<file path="src/rtl/wb_stream_pkg.sv">
// Shared constants for the stream-to-memory writer: Wishbone cycle/burst
// type codes and the controller state encoding.
package wb_stream_pkg;

  localparam logic [2:0] CTI_CLASSIC = 3'b000;
  localparam logic [2:0] CTI_INC     = 3'b010;
  localparam logic [2:0] CTI_EOB     = 3'b111;

  localparam logic [1:0] BTE_LINEAR  = 2'b00;

  typedef enum logic [1:0] {
    ST_IDLE  = 2'd0,
    ST_WAIT  = 2'd1,
    ST_BURST = 2'd2,
    ST_DONE  = 2'd3
  } state_t;

endpackage

</file>
<file path="src/rtl/wb_stream_writer_ctrl_if.sv">
// Wishbone B3 master-side bundle used by the stream writer.
// Handshake: a beat completes on a rising clk edge where cyc, stb and ack are all high.
interface wb_stream_writer_ctrl_if #(
  parameter int AW = 32,
  parameter int DW = 32
);

  logic [AW-1:0]   wbm_adr_o;
  logic [DW-1:0]   wbm_dat_o;
  logic [DW/8-1:0] wbm_sel_o;
  logic            wbm_we_o;
  logic            wbm_cyc_o;
  logic            wbm_stb_o;
  logic [2:0]      wbm_cti_o;
  logic [1:0]      wbm_bte_o;
  logic            wbm_ack_i;
  logic            wbm_err_i;

  modport master (
    output wbm_adr_o, wbm_dat_o, wbm_sel_o, wbm_we_o, wbm_cyc_o,
           wbm_stb_o, wbm_cti_o, wbm_bte_o,
    input  wbm_ack_i, wbm_err_i
  );

  modport slave (
    input  wbm_adr_o, wbm_dat_o, wbm_sel_o, wbm_we_o, wbm_cyc_o,
           wbm_stb_o, wbm_cti_o, wbm_bte_o,
    output wbm_ack_i, wbm_err_i
  );

endinterface

</file>
<file path="src/rtl/wb_stream_writer_ctrl.sv">
// Drains a FWFT stream FIFO into a memory buffer using Wishbone incrementing
// write bursts; a burst is only issued once all of its words are in the FIFO.
module wb_stream_writer_ctrl
  import wb_stream_pkg::*;
#(
  parameter int WB_AW         = 32,
  parameter int WB_DW         = 32,
  parameter int FIFO_AW       = 5,
  parameter int MAX_BURST_LEN = 128
) (
  input  logic               clk,
  input  logic               rst_n,
  input  logic               start,
  input  logic [WB_AW-1:0]   cfg_start_adr,
  input  logic [WB_AW-1:0]   cfg_buf_size,
  input  logic [15:0]        cfg_burst_size,
  output logic               busy,
  output logic               irq,
  output logic               err,
  input  logic [WB_DW-1:0]   fifo_d,
  input  logic [FIFO_AW:0]   fifo_cnt,
  output logic               fifo_rd,
  wb_stream_writer_ctrl_if.master wbm,
  output state_t             state_o
);

  localparam int WSB = WB_DW / 8;

  state_t           state_q, state_d;
  logic [WB_AW-1:0] adr_q, adr_d;
  logic [WB_AW-1:0] rem_q, rem_d;
  logic [15:0]      bsz_q, bsz_d;
  logic [15:0]      beat_q, beat_d;
  logic             cyc_q, cyc_d;
  logic             err_q, err_d;
  logic [2:0]       cti_q, cti_d;

  logic [15:0]      bsz_in;
  logic [WB_AW-1:0] blen;
  logic             ack_ok;
  logic             err_hit;

  // Zero-length bursts make no sense on the bus, so 0 means a single beat.
  always_comb begin
    bsz_in = cfg_burst_size;
    if (cfg_burst_size == 16'd0) begin
      bsz_in = 16'd1;
    end else if (cfg_burst_size > 16'(MAX_BURST_LEN)) begin
      bsz_in = 16'(MAX_BURST_LEN);
    end
  end

  assign blen    = (rem_q < WB_AW'(bsz_q)) ? rem_q : WB_AW'(bsz_q);
  // An err wins over a simultaneous ack: the beat is not consumed.
  assign err_hit = cyc_q & wbm.wbm_err_i;
  assign ack_ok  = cyc_q & wbm.wbm_ack_i & ~wbm.wbm_err_i;

  always_comb begin
    state_d = state_q;
    adr_d   = adr_q;
    rem_d   = rem_q;
    bsz_d   = bsz_q;
    beat_d  = beat_q;
    cyc_d   = cyc_q;
    cti_d   = cti_q;
    err_d   = err_q;
    unique case (state_q)
      ST_IDLE: begin
        if (start) begin
          adr_d   = cfg_start_adr;
          rem_d   = cfg_buf_size;
          bsz_d   = bsz_in;
          err_d   = 1'b0;
          state_d = (cfg_buf_size == '0) ? ST_DONE : ST_WAIT;
        end
      end
      ST_WAIT: begin
        if (WB_AW'(fifo_cnt) >= blen) begin
          beat_d  = blen[15:0];
          cyc_d   = 1'b1;
          cti_d   = (blen == WB_AW'(1)) ? CTI_EOB : CTI_INC;
          state_d = ST_BURST;
        end
      end
      ST_BURST: begin
        if (err_hit) begin
          err_d   = 1'b1;
          cyc_d   = 1'b0;
          cti_d   = CTI_CLASSIC;
          state_d = ST_DONE;
        end else if (ack_ok) begin
          adr_d  = adr_q + WB_AW'(WSB);
          rem_d  = rem_q - WB_AW'(1);
          beat_d = beat_q - 16'd1;
          // Registered end-of-burst marker lands on the final beat.
          if (beat_q == 16'd2) begin
            cti_d = CTI_EOB;
          end
          if (beat_q == 16'd1) begin
            cyc_d   = 1'b0;
            cti_d   = CTI_CLASSIC;
            state_d = (rem_q == WB_AW'(1)) ? ST_DONE : ST_WAIT;
          end
        end
      end
      ST_DONE: begin
        state_d = ST_IDLE;
      end
      default: begin
        state_d = ST_IDLE;
      end
    endcase
  end

  always_ff @(posedge clk or negedge rst_n) begin
    if (!rst_n) begin
      state_q <= ST_IDLE;
      adr_q   <= '0;
      rem_q   <= '0;
      bsz_q   <= 16'd1;
      beat_q  <= '0;
      cyc_q   <= 1'b0;
      cti_q   <= CTI_CLASSIC;
      err_q   <= 1'b0;
    end else begin
      state_q <= state_d;
      adr_q   <= adr_d;
      rem_q   <= rem_d;
      bsz_q   <= bsz_d;
      beat_q  <= beat_d;
      cyc_q   <= cyc_d;
      cti_q   <= cti_d;
      err_q   <= err_d;
    end
  end

  assign busy    = (state_q != ST_IDLE);
  assign irq     = (state_q == ST_DONE);
  assign err     = err_q;
  assign fifo_rd = ack_ok;
  assign state_o = state_q;

  assign wbm.wbm_adr_o = adr_q;
  assign wbm.wbm_dat_o = fifo_d;
  assign wbm.wbm_sel_o = {WSB{cyc_q}};
  assign wbm.wbm_we_o  = cyc_q;
  assign wbm.wbm_cyc_o = cyc_q;
  assign wbm.wbm_stb_o = cyc_q;
  assign wbm.wbm_cti_o = cti_q;
  assign wbm.wbm_bte_o = BTE_LINEAR;

endmodule
</file>
<file path="src/flat_wrapper.sv">
// flat-port wrapper written by rule: the top's interface ports become plain ports
module wb_stream_writer_ctrl_flat import wb_stream_pkg::*;
#(
  parameter int WB_AW         = 32,
  parameter int WB_DW         = 32,
  parameter int FIFO_AW       = 5,
  parameter int MAX_BURST_LEN = 128
)
  (clk, rst_n, start, cfg_start_adr, cfg_buf_size, cfg_burst_size, busy, irq, err, fifo_d, fifo_cnt, fifo_rd, state_o, wbm_wbm_adr_o, wbm_wbm_dat_o, wbm_wbm_sel_o, wbm_wbm_we_o, wbm_wbm_cyc_o, wbm_wbm_stb_o, wbm_wbm_cti_o, wbm_wbm_bte_o, wbm_wbm_ack_i, wbm_wbm_err_i);
  wb_stream_writer_ctrl_if wbm_i ();
  input  logic clk;
  input  logic rst_n;
  input  logic start;
  input  logic [WB_AW-1:0] cfg_start_adr;
  input  logic [WB_AW-1:0] cfg_buf_size;
  input  logic [15:0] cfg_burst_size;
  output logic busy;
  output logic irq;
  output logic err;
  input  logic [WB_DW-1:0] fifo_d;
  input  logic [FIFO_AW:0] fifo_cnt;
  output logic fifo_rd;
  output state_t state_o;
  output wire logic [$bits(wbm_i.wbm_adr_o)-1:0] wbm_wbm_adr_o;
  output wire logic [$bits(wbm_i.wbm_dat_o)-1:0] wbm_wbm_dat_o;
  output wire logic [$bits(wbm_i.wbm_sel_o)-1:0] wbm_wbm_sel_o;
  output wire logic [$bits(wbm_i.wbm_we_o)-1:0] wbm_wbm_we_o;
  output wire logic [$bits(wbm_i.wbm_cyc_o)-1:0] wbm_wbm_cyc_o;
  output wire logic [$bits(wbm_i.wbm_stb_o)-1:0] wbm_wbm_stb_o;
  output wire logic [$bits(wbm_i.wbm_cti_o)-1:0] wbm_wbm_cti_o;
  output wire logic [$bits(wbm_i.wbm_bte_o)-1:0] wbm_wbm_bte_o;
  input wire logic [$bits(wbm_i.wbm_ack_i)-1:0] wbm_wbm_ack_i;
  input wire logic [$bits(wbm_i.wbm_err_i)-1:0] wbm_wbm_err_i;
  assign wbm_wbm_adr_o = wbm_i.wbm_adr_o;
  assign wbm_wbm_dat_o = wbm_i.wbm_dat_o;
  assign wbm_wbm_sel_o = wbm_i.wbm_sel_o;
  assign wbm_wbm_we_o = wbm_i.wbm_we_o;
  assign wbm_wbm_cyc_o = wbm_i.wbm_cyc_o;
  assign wbm_wbm_stb_o = wbm_i.wbm_stb_o;
  assign wbm_wbm_cti_o = wbm_i.wbm_cti_o;
  assign wbm_wbm_bte_o = wbm_i.wbm_bte_o;
  assign wbm_i.wbm_ack_i = wbm_wbm_ack_i;
  assign wbm_i.wbm_err_i = wbm_wbm_err_i;
  wb_stream_writer_ctrl #(.WB_AW(WB_AW), .WB_DW(WB_DW), .FIFO_AW(FIFO_AW), .MAX_BURST_LEN(MAX_BURST_LEN)) u_core (.clk(clk), .rst_n(rst_n), .start(start), .cfg_start_adr(cfg_start_adr), .cfg_buf_size(cfg_buf_size), .cfg_burst_size(cfg_burst_size), .busy(busy), .irq(irq), .err(err), .fifo_d(fifo_d), .fifo_cnt(fifo_cnt), .fifo_rd(fifo_rd), .wbm(wbm_i), .state_o(state_o));
endmodule
</file>
<file path="config.mk">
export PLATFORM = sky130hd
export DESIGN_NAME = wb_stream_writer_ctrl_flat
export DESIGN_NICKNAME = d
export VERILOG_FILES = /design/src/rtl/wb_stream_pkg.sv /design/src/rtl/wb_stream_writer_ctrl_if.sv /design/src/rtl/wb_stream_writer_ctrl.sv /design/src/flat_wrapper.sv
export SDC_FILE = /design/constraint.sdc
export NUM_CORES = 1
export LEC_CHECK = 0
export ABC_AREA = 1
export ABC_CLOCK_PERIOD_IN_PS = 3420
export CAP_MARGIN = 5
export CORE_MARGIN = 4
export CORE_UTILIZATION = 23
export DETAILED_ROUTE_END_ITERATION = 10
export PLACE_DENSITY = 0.48
export SLEW_MARGIN = 15
export SYNTH_ARGS = -nofsm -noshare
export SYNTH_HDL_FRONTEND = slang
export SYNTH_SLANG_ARGS = --single-unit
export TNS_END_PERCENT = 50
</file>
<file path="constraint.sdc">
create_clock -name clk -period 3.42 [get_ports clk]
set_clock_uncertainty 0.1 [all_clocks]
set_input_delay 1.026 -clock clk [delete_from_list [all_inputs] [get_ports clk]]
set_output_delay 1.026 -clock clk [all_outputs]
set_load 0.02 [all_outputs]
</file>
==> impl_metrics.toml, run 1 <==
[cells_and_area]
fillers = 3437
area_growth_syn_to_layout_pct = 32.84
fin_area_um2 = 9926
drive_gt1_frac = 0.1297
fin_nets = 1337
diodes = 0
fin_cells = 1622
final_util = 0.3121

[synthesis]
syn_area_um2 = 7472
synth_edf_count = 0
postSynthAreaPerCell_um2 = 7.150
synth-seq-cells = 102
async_flop_share = 1.000
synth_ff_type = "dfrtp_1"
synth_cell_type_count = 44
syn_inst = 1045
yosys_warnings = 0
ys_seq_area_frac = 0.3418

[route]
vias = 7290
avgViaCountPerCell = 4.494
drt_iter0_markers = 398
ant_nets = 0
drc = 0
wl_per_cell_um = 15.34
first_pass_iters = 5
drt-total-wl_um = 24890

[global_routing]
first_global_vias = 7325
busiest_layer = "met2"
use_met2 = 0.2283
grt_max_degree = 67
grtUsageTotal = 0.1386
met3_usage = 0.04576
overflow = 0
grt_pass1_wl_um = 39690
global_route.usage.met1 = 0.1807
antenna_found_initial = 4

[timing]
setup_viol = 0
slew_violations = 0
hold_ws_ns = 0.3803
fin_crit_sh = 0.9685
fin_crit_ns = 3.312
timing.final.ws_setup_ns = 0.1079
fmaxAchievable_ghz = 0.3019
rsz0062_at_grt = "yes"
hold_viol = 0
max_slew_margin = 0.5411
worst_pin_slew_ns = 0.6821

[worst_setup_path]
crit_path_end_kind = "flip-flop"
cp.arrival_ns = 3.45
cp_max_fo = 8
rr_worst_depth = 23
reg2reg_from = "u_core.rem_q[10]"
slowest_stage = "dfrtp_1"
critPathLaunch = "u_core.rem_q[10]"
cp.required_ns = 3.56
critical_path_class = "flip-flop to flip-flop"
rrSetupSlack_ns = 0.11
start_kind = "flip-flop"
crit_end = "u_core.beat_q[9]"
path_cells = "ha_1 > nand2_2 > nor4_2 > nand2_2 > nand2_4 > buf_6 > nand2_2 > o21ai_2 > inv_1 > ha_1 > inv_1 > nand2_1 > a21oi_2 > o21ai_1 > a21o_1 > a21oi_2 > nor2_1 > nand3_2 > nand2_4 > nand2_8 > clkbuf_16 > nand2_1 > o21ai_2"
cpMostUsedCell = "nand2_2"
cpPeakStageDelay_ns = 0.41
r2r-end = "u_core.beat_q[9]"

[clock_network]
cts_root_buffer = "clkbuf_16"
cts_hold_buf = 0
insertion_delay_ns = 0.36
cts.sinks = 102
clock_path_buffers = 2
numCtsBuffers = 9
clk_pin_slew_worst_paths_ns = 0.08
htreeDepth = 3
cts_tree = "done"

[status]
status = "finished clean"

[worst_hold_path]
whs_path_depth = 2
hold_class = "flip-flop to flip-flop"

[place]
gp_congestion = 0.8414
dpl-instance-area_um2 = 9389
numPortBuffers = 138
hpwl_um = 18730
pre_cts_ws_ns = -0.1712
dp.cells = 1598

[floorplanning]
die_y_um = 188.2
dieArea_um2 = 35440
io_pins = 205
fp.coreArea_um2 = 31800
die_w_um = 188.2
rows = 65
start_util = 0.2350

[job]
maxCapViolCount = 0

[pwr]
leakagePower_nw = 4.381
max-vdd-ir-drop_mv = 0.4795
power_per_cell_area_nw_per_um2 = 798.0
-- cells in the final DEF, fill, tap and decap left out, types with 17 or more instances in the layout --
master           instances
nand2_1                197
clkdlybuf4s50_1        136
nor2_1                 123
inv_1                  114
o21ai_0                107
dfrtp_1                100
buf_4                   60
a21oi_1                 36
nand3_1                 34
xor2_1                  30
ha_1                    28
o22ai_1                 27
nand4_1                 19
o21ai_2                 17
nor4_1                  17
-- report_power, final --
part | internal [W] | switching (W) | total, W | leakage [nW]
clock | 0.000576 | 0.000524 | 0.00110 | 0.141
sequential | 0.00168 | 0.000510 | 0.00219 | 1.29
combinational | 0.00193 | 0.00270 | 0.00463 | 2.96
total | 0.00419 | 0.00373 | 0.00792 | 4.38
-- worst min-delay path by stage --
stage,startpoint,endpoint,slack [ns]
after floorplan,u_core.beat_q[11],u_core.beat_q[11],0.37
after global placement,u_core.wbm.wbm_adr_o[0],u_core.wbm.wbm_adr_o[0],0.36
after detailed placement,u_core.wbm.wbm_adr_o[0],u_core.wbm.wbm_adr_o[0],0.37
after CTS,u_core.wbm.wbm_adr_o[0],u_core.wbm.wbm_adr_o[0],0.39
final,u_core.wbm.wbm_adr_o[0],u_core.wbm.wbm_adr_o[0],0.38
after global routing,u_core.err,u_core.err,0.43
-- metrics by stage --
step / power (W) / setup TNS (ns)
global placement: 0.006575 / -2.529
detailed placement: 0.006595 / -2.672
CTS: 0.007752 / 0
global route: 0.008644 / -0.9136
finish: 0.007921 / 0
floorplan: 0.004954 / 0
-- repair_timing --
| item | in CTS | in global routing |
|---|---|---|
| resized for setup | 8 | 37 |
| gates cloned | 0 | 3 |
| endpoints found under the setup margin | 22 | 21 |
| pin swaps | 0 | 14 |
| buffers inserted | 0 | 5 |
-- area by class of cell --
cell class                 instances  area (um^2)  share of cell area
timing repair buffer             205         1973              0.1988
clock buffer                      10        229.0             0.02307
clock inverter                     6        70.07            0.007059
sequential                       102         2555              0.2574
inverter                         120        457.9             0.04614
tap                              435        544.3             0.05483
multi-input combinational        744         4096              0.4127
-- state kept, by name, summed over array words and instances, names as in the netlist --
| register | flops |
|---|---|
| u_core.bsz_q | 16 |
| u_core.wbm.wbm_adr_o | 32 |
| u_core.beat_q | 16 |
| u_core.wbm.wbm_cyc_o | 1 |
| u_core.wbm.wbm_cti_o | 2 |
| u_core.rem_q | 32 |
| u_core.state_o | 2 |
| u_core.err | 1 |
-- Yosys cell counts, types with 2 or more instances --
| master | instances | share of area |
|---|---|---|
| nand3_1 | 34 | 0.023 |
| nor3_1 | 14 | 0.0094 |
| o211ai_1 | 7 | 0.0070 |
| o221ai_1 | 3 | 0.0035 |
| nand2_2 | 4 | 0.0033 |
| a31oi_1 | 7 | 0.0059 |
| o31ai_1 | 4 | 0.0040 |
| nand3b_1 | 3 | 0.0030 |
| nor2_2 | 7 | 0.0059 |
| nor2_4 | 3 | 0.0045 |
| nor4_1 | 18 | 0.015 |
| nand4_1 | 19 | 0.016 |
| nand2_4 | 2 | 0.0030 |
| nand3_2 | 2 | 0.0027 |
| inv_1 | 117 | 0.059 |
| buf_6 | 7 | 0.011 |
| buf_4 | 41 | 0.041 |
| o21ai_0 | 115 | 0.077 |
| o22ai_1 | 27 | 0.023 |
| a2bb2oi_1 | 2 | 0.0023 |
| clkbuf_1 | 31 | 0.016 |
| dfrtp_1 | 101 | 0.34 |
| o21ai_2 | 13 | 0.015 |
| a21o_1 | 2 | 0.0020 |
| ha_1 | 32 | 0.054 |
| xnor2_1 | 3 | 0.0035 |
| clkinv_1 | 2 | 0.0010 |
| a21oi_1 | 40 | 0.027 |
| nand2_1 | 209 | 0.10 |
| nor2_1 | 128 | 0.064 |
| or2_2 | 3 | 0.0025 |
| o21ai_1 | 4 | 0.0027 |
| xor2_1 | 30 | 0.035 |
-- kinds of logic after synthesis --
family / synth area share
AO/OA/AOI/OAI: 0.1745
XOR/XNOR: 0.03868
adder cells (fa/ha/maj): 0.05358
buffers and inverters: 0.1309
flip-flops: 0.3418
other: 0.0005019
AND/OR/NAND/NOR: 0.2600
-- metal layers --
| metal | up-vias | wire [um] |
|---|---|---|
| met1 | 3400 | 11300 |
| met4 | 8 | 222 |
| met5 | - | 48 |
| li1 | 3689 | - |
| met3 | 20 | 1684 |
| met2 | 173 | 11630 |
-- worst max-delay path: cells and delay by family (launching register included) --
family                     cells  cell delay (ns)
adders and majority gates      2             0.57
AOI/OAI and AO/OA              6             0.46
and+or+nand+nor               11             1.28
buffers and inverters          4             0.39
DFF                            1             0.41
Note: power is estimated with default switching activity, not from simulation.
==> run 2: changes to the inputs <==
--- a/config.mk
+++ b/config.mk
@@ -6,12 +6,11 @@
 export NUM_CORES = 1
 export LEC_CHECK = 0
 export ABC_AREA = 1
-export ABC_CLOCK_PERIOD_IN_PS = 3420
 export CAP_MARGIN = 5
 export CORE_MARGIN = 4
-export CORE_UTILIZATION = 23
+export CORE_UTILIZATION = 45
 export DETAILED_ROUTE_END_ITERATION = 10
-export PLACE_DENSITY = 0.48
+export PLACE_DENSITY = 0.8
 export SLEW_MARGIN = 15
 export SYNTH_ARGS = -nofsm -noshare
 export SYNTH_HDL_FRONTEND = slang
==> impl_metrics.toml, run 2 (synthesis results as in run 1) <==
[status]
status = "finished clean"

[cells_and_area]
fin_area_um2 = 9499
seqCellArea_um2 = 2554
multi_input_comb_area_um2 = 4149
fin_nets = 1302
diodes = 0
fillers = 1396
mostFrequentLayoutCell = "nand2_1"
final_cell_mix = "200 x nand2_1, 136 x clkdlybuf4s50_1, 126 x nor2_1"
area_growth_syn_to_layout_pct = 27.13
drive_gt1_frac = 0.1042

[route]
drc = 0
drt-total-wl_um = 21710
drt_iter0_markers = 358
ant_nets = 0
vias = 7336
wl_per_cell_um = 15.87
avgViaCountPerCell = 5.363
first_pass_iters = 5

[global_routing]
antenna_found_initial = 0
grt_pass1_wl_um = 34810
first_global_vias = 7317
grtUsageTotal = 0.2306
grt_max_degree = 78
overflow = 0

[clock_network]
insertion_delay_ns = 0.36
cts_root_buffer = "clkbuf_16"
cts_tree = "done"
clock_path_buffers = 2
htreeDepth = 3
numCtsBuffers = 9
clk_pin_slew_worst_paths_ns = 0.07
cts_hold_buf = 0
cts.sinks = 102

[worst_setup_path]
crit_end = "u_core.beat_q[5]"
start_kind = "flip-flop"
path_cells = "inv_2 > ha_4 > a21o_1 > o21ai_2 > nand2_2 > nor2_4 > nand2_4 > o21ai_4 > inv_2 > ha_4 > nand2_1 > o21ai_1 > a21o_1 > a21oi_2 > nor2_1 > nand3_2 > nand2_4 > nand2_8 > buf_12 > nand2_1 > o21ai_2"
cp.arrival_ns = 3.42
cp_max_fo = 7
critPathLaunch = "u_core.bsz_q[11]"
reg2reg_from = "u_core.bsz_q[11]"
cp.required_ns = 3.56
cpPeakStageDelay_ns = 0.37
crit_buf_inv = 3
r2r-end = "u_core.beat_q[5]"
critical_path_class = "flip-flop to flip-flop"
crit_cells = 21
slowest_stage = "dfrtp_1"
crit_path_end_kind = "flip-flop"
rr_worst_depth = 21
crit_family = "simple AND/OR/NAND/NOR gates"
rrSetupSlack_ns = 0.14

[place]
gp_congestion = 0.9206
hpwl_um = 15780
numPortBuffers = 138
pre_cts_ws_ns = -0.1688
dpl-instance-area_um2 = 8890

[floorplanning]
dieArea_um2 = 18730
fp.coreArea_um2 = 16060
die_w_um = 136.9
start_util = 0.4653
die_y_um = 136.9
rows = 46
io_pins = 205

[pwr]
power_w = 0.008011
leakagePower_nw = 4.283
max-vdd-ir-drop_mv = 0.4314
power_per_cell_area_nw_per_um2 = 843.3

[timing]
timing.final.ws_setup_ns = 0.1413
setup_viol = 0
hold_ws_ns = 0.3739
max_slew_margin = 0.5305
worst_pin_slew_ns = 0.7042
fin_crit_sh = 0.9587
hold_viol = 0
slew_violations = 0
fin_crit_ns = 3.279
fmaxAchievable_ghz = 0.3050
setup-tns-final_ns = 0

[job]
maxCapViolCount = 0

[worst_hold_path]
hold_class = "flip-flop to flip-flop"
run 2: cell count changes in the layout (fill, tap and decap cells not counted), moves of 3 or more:
cell	change
buf_4	-33
bufinv_16	+4
inv_1	-4
inv_2	+4
nand2_1	+3
nand2_2	-5
nand2_4	+3
nor2_1	+3
run 2: worst register-to-register path, stage by stage (launching register included):
cell	delay [ns]
dfrtp_1	0.37
inv_2	0.09
ha_4	0.22
a21o_1	0.20
o21ai_2	0.13
nand2_2	0.08
nor2_4	0.19
nand2_4	0.11
o21ai_4	0.20
inv_2	0.08
ha_4	0.27
nand2_1	0.06
o21ai_1	0.13
a21o_1	0.13
a21oi_2	0.05
nor2_1	0.11
nand3_2	0.12
nand2_4	0.14
nand2_8	0.10
buf_12	0.17
nand2_1	0.07
o21ai_2	0.05
run 2: cell type report:
type	instances	area share
multi-input combinational	745	0.4368
sequential	102	0.2688
timing repair buffer	169	0.1770
inverter	120	0.04821
tap	216	0.02845
clock buffer	10	0.02410
clock inverter	6	0.01660
run 2: power breakdown:
group | switching (W) | leakage [nW] | total (W) | internal (W)
registers | 0.000553 | 1.29 | 0.00223 | 0.00168
logic | 0.00262 | 2.81 | 0.00443 | 0.00181
clock network | 0.000478 | 0.183 | 0.00134 | 0.000864
total | 0.00365 | 4.28 | 0.00801 | 0.00436
run 2: metal layers:
metal / up-vias / share of wire / GRT usage
li1: 3612 / - / -
met1: 3427 / 0.42 / 0.2835
met2: 249 / 0.48 / 0.3899
met3: 48 / 0.071 / 0.06324
met4: 0 / 0.029 / 0.08038
met5: - / 0 / 0
run 2: worst min path at each step:
stage / startpoint / end / slack [ns] / depth (start not counted)
floorplan: u_core.beat_q[11] / u_core.beat_q[11] / 0.37 / 2
global placement: u_core.wbm.wbm_adr_o[1] / u_core.wbm.wbm_adr_o[1] / 0.36 / 2
detailed placement: u_core.wbm.wbm_adr_o[0] / u_core.wbm.wbm_adr_o[0] / 0.36 / 2
CTS: u_core.wbm.wbm_adr_o[0] / u_core.wbm.wbm_adr_o[0] / 0.38 / 2
global route: u_core.wbm.wbm_adr_o[0] / u_core.wbm.wbm_adr_o[0] / 0.40 / 2
finish: u_core.wbm.wbm_adr_o[0] / u_core.wbm.wbm_adr_o[0] / 0.37 / 2
run 2: stage by stage:
stage | instances | util
5_1_grt | 1368 | 0.5916
3_5_place_dp | 1349 | 0.5536
2_1_floorplan | 1046 | -
3_3_place_gp | 1349 | 0.5536
6_report | 1368 | 0.5916
4_1_cts | 1365 | 0.5783
run 2: what timing repair did:
action,in CTS,in global routing
pin swaps,0,10
gates resized for setup,3,46
hold endpoints to repair,0,0
cloned,0,2
setup buffers,0,1
setup endpoints to repair,21,22
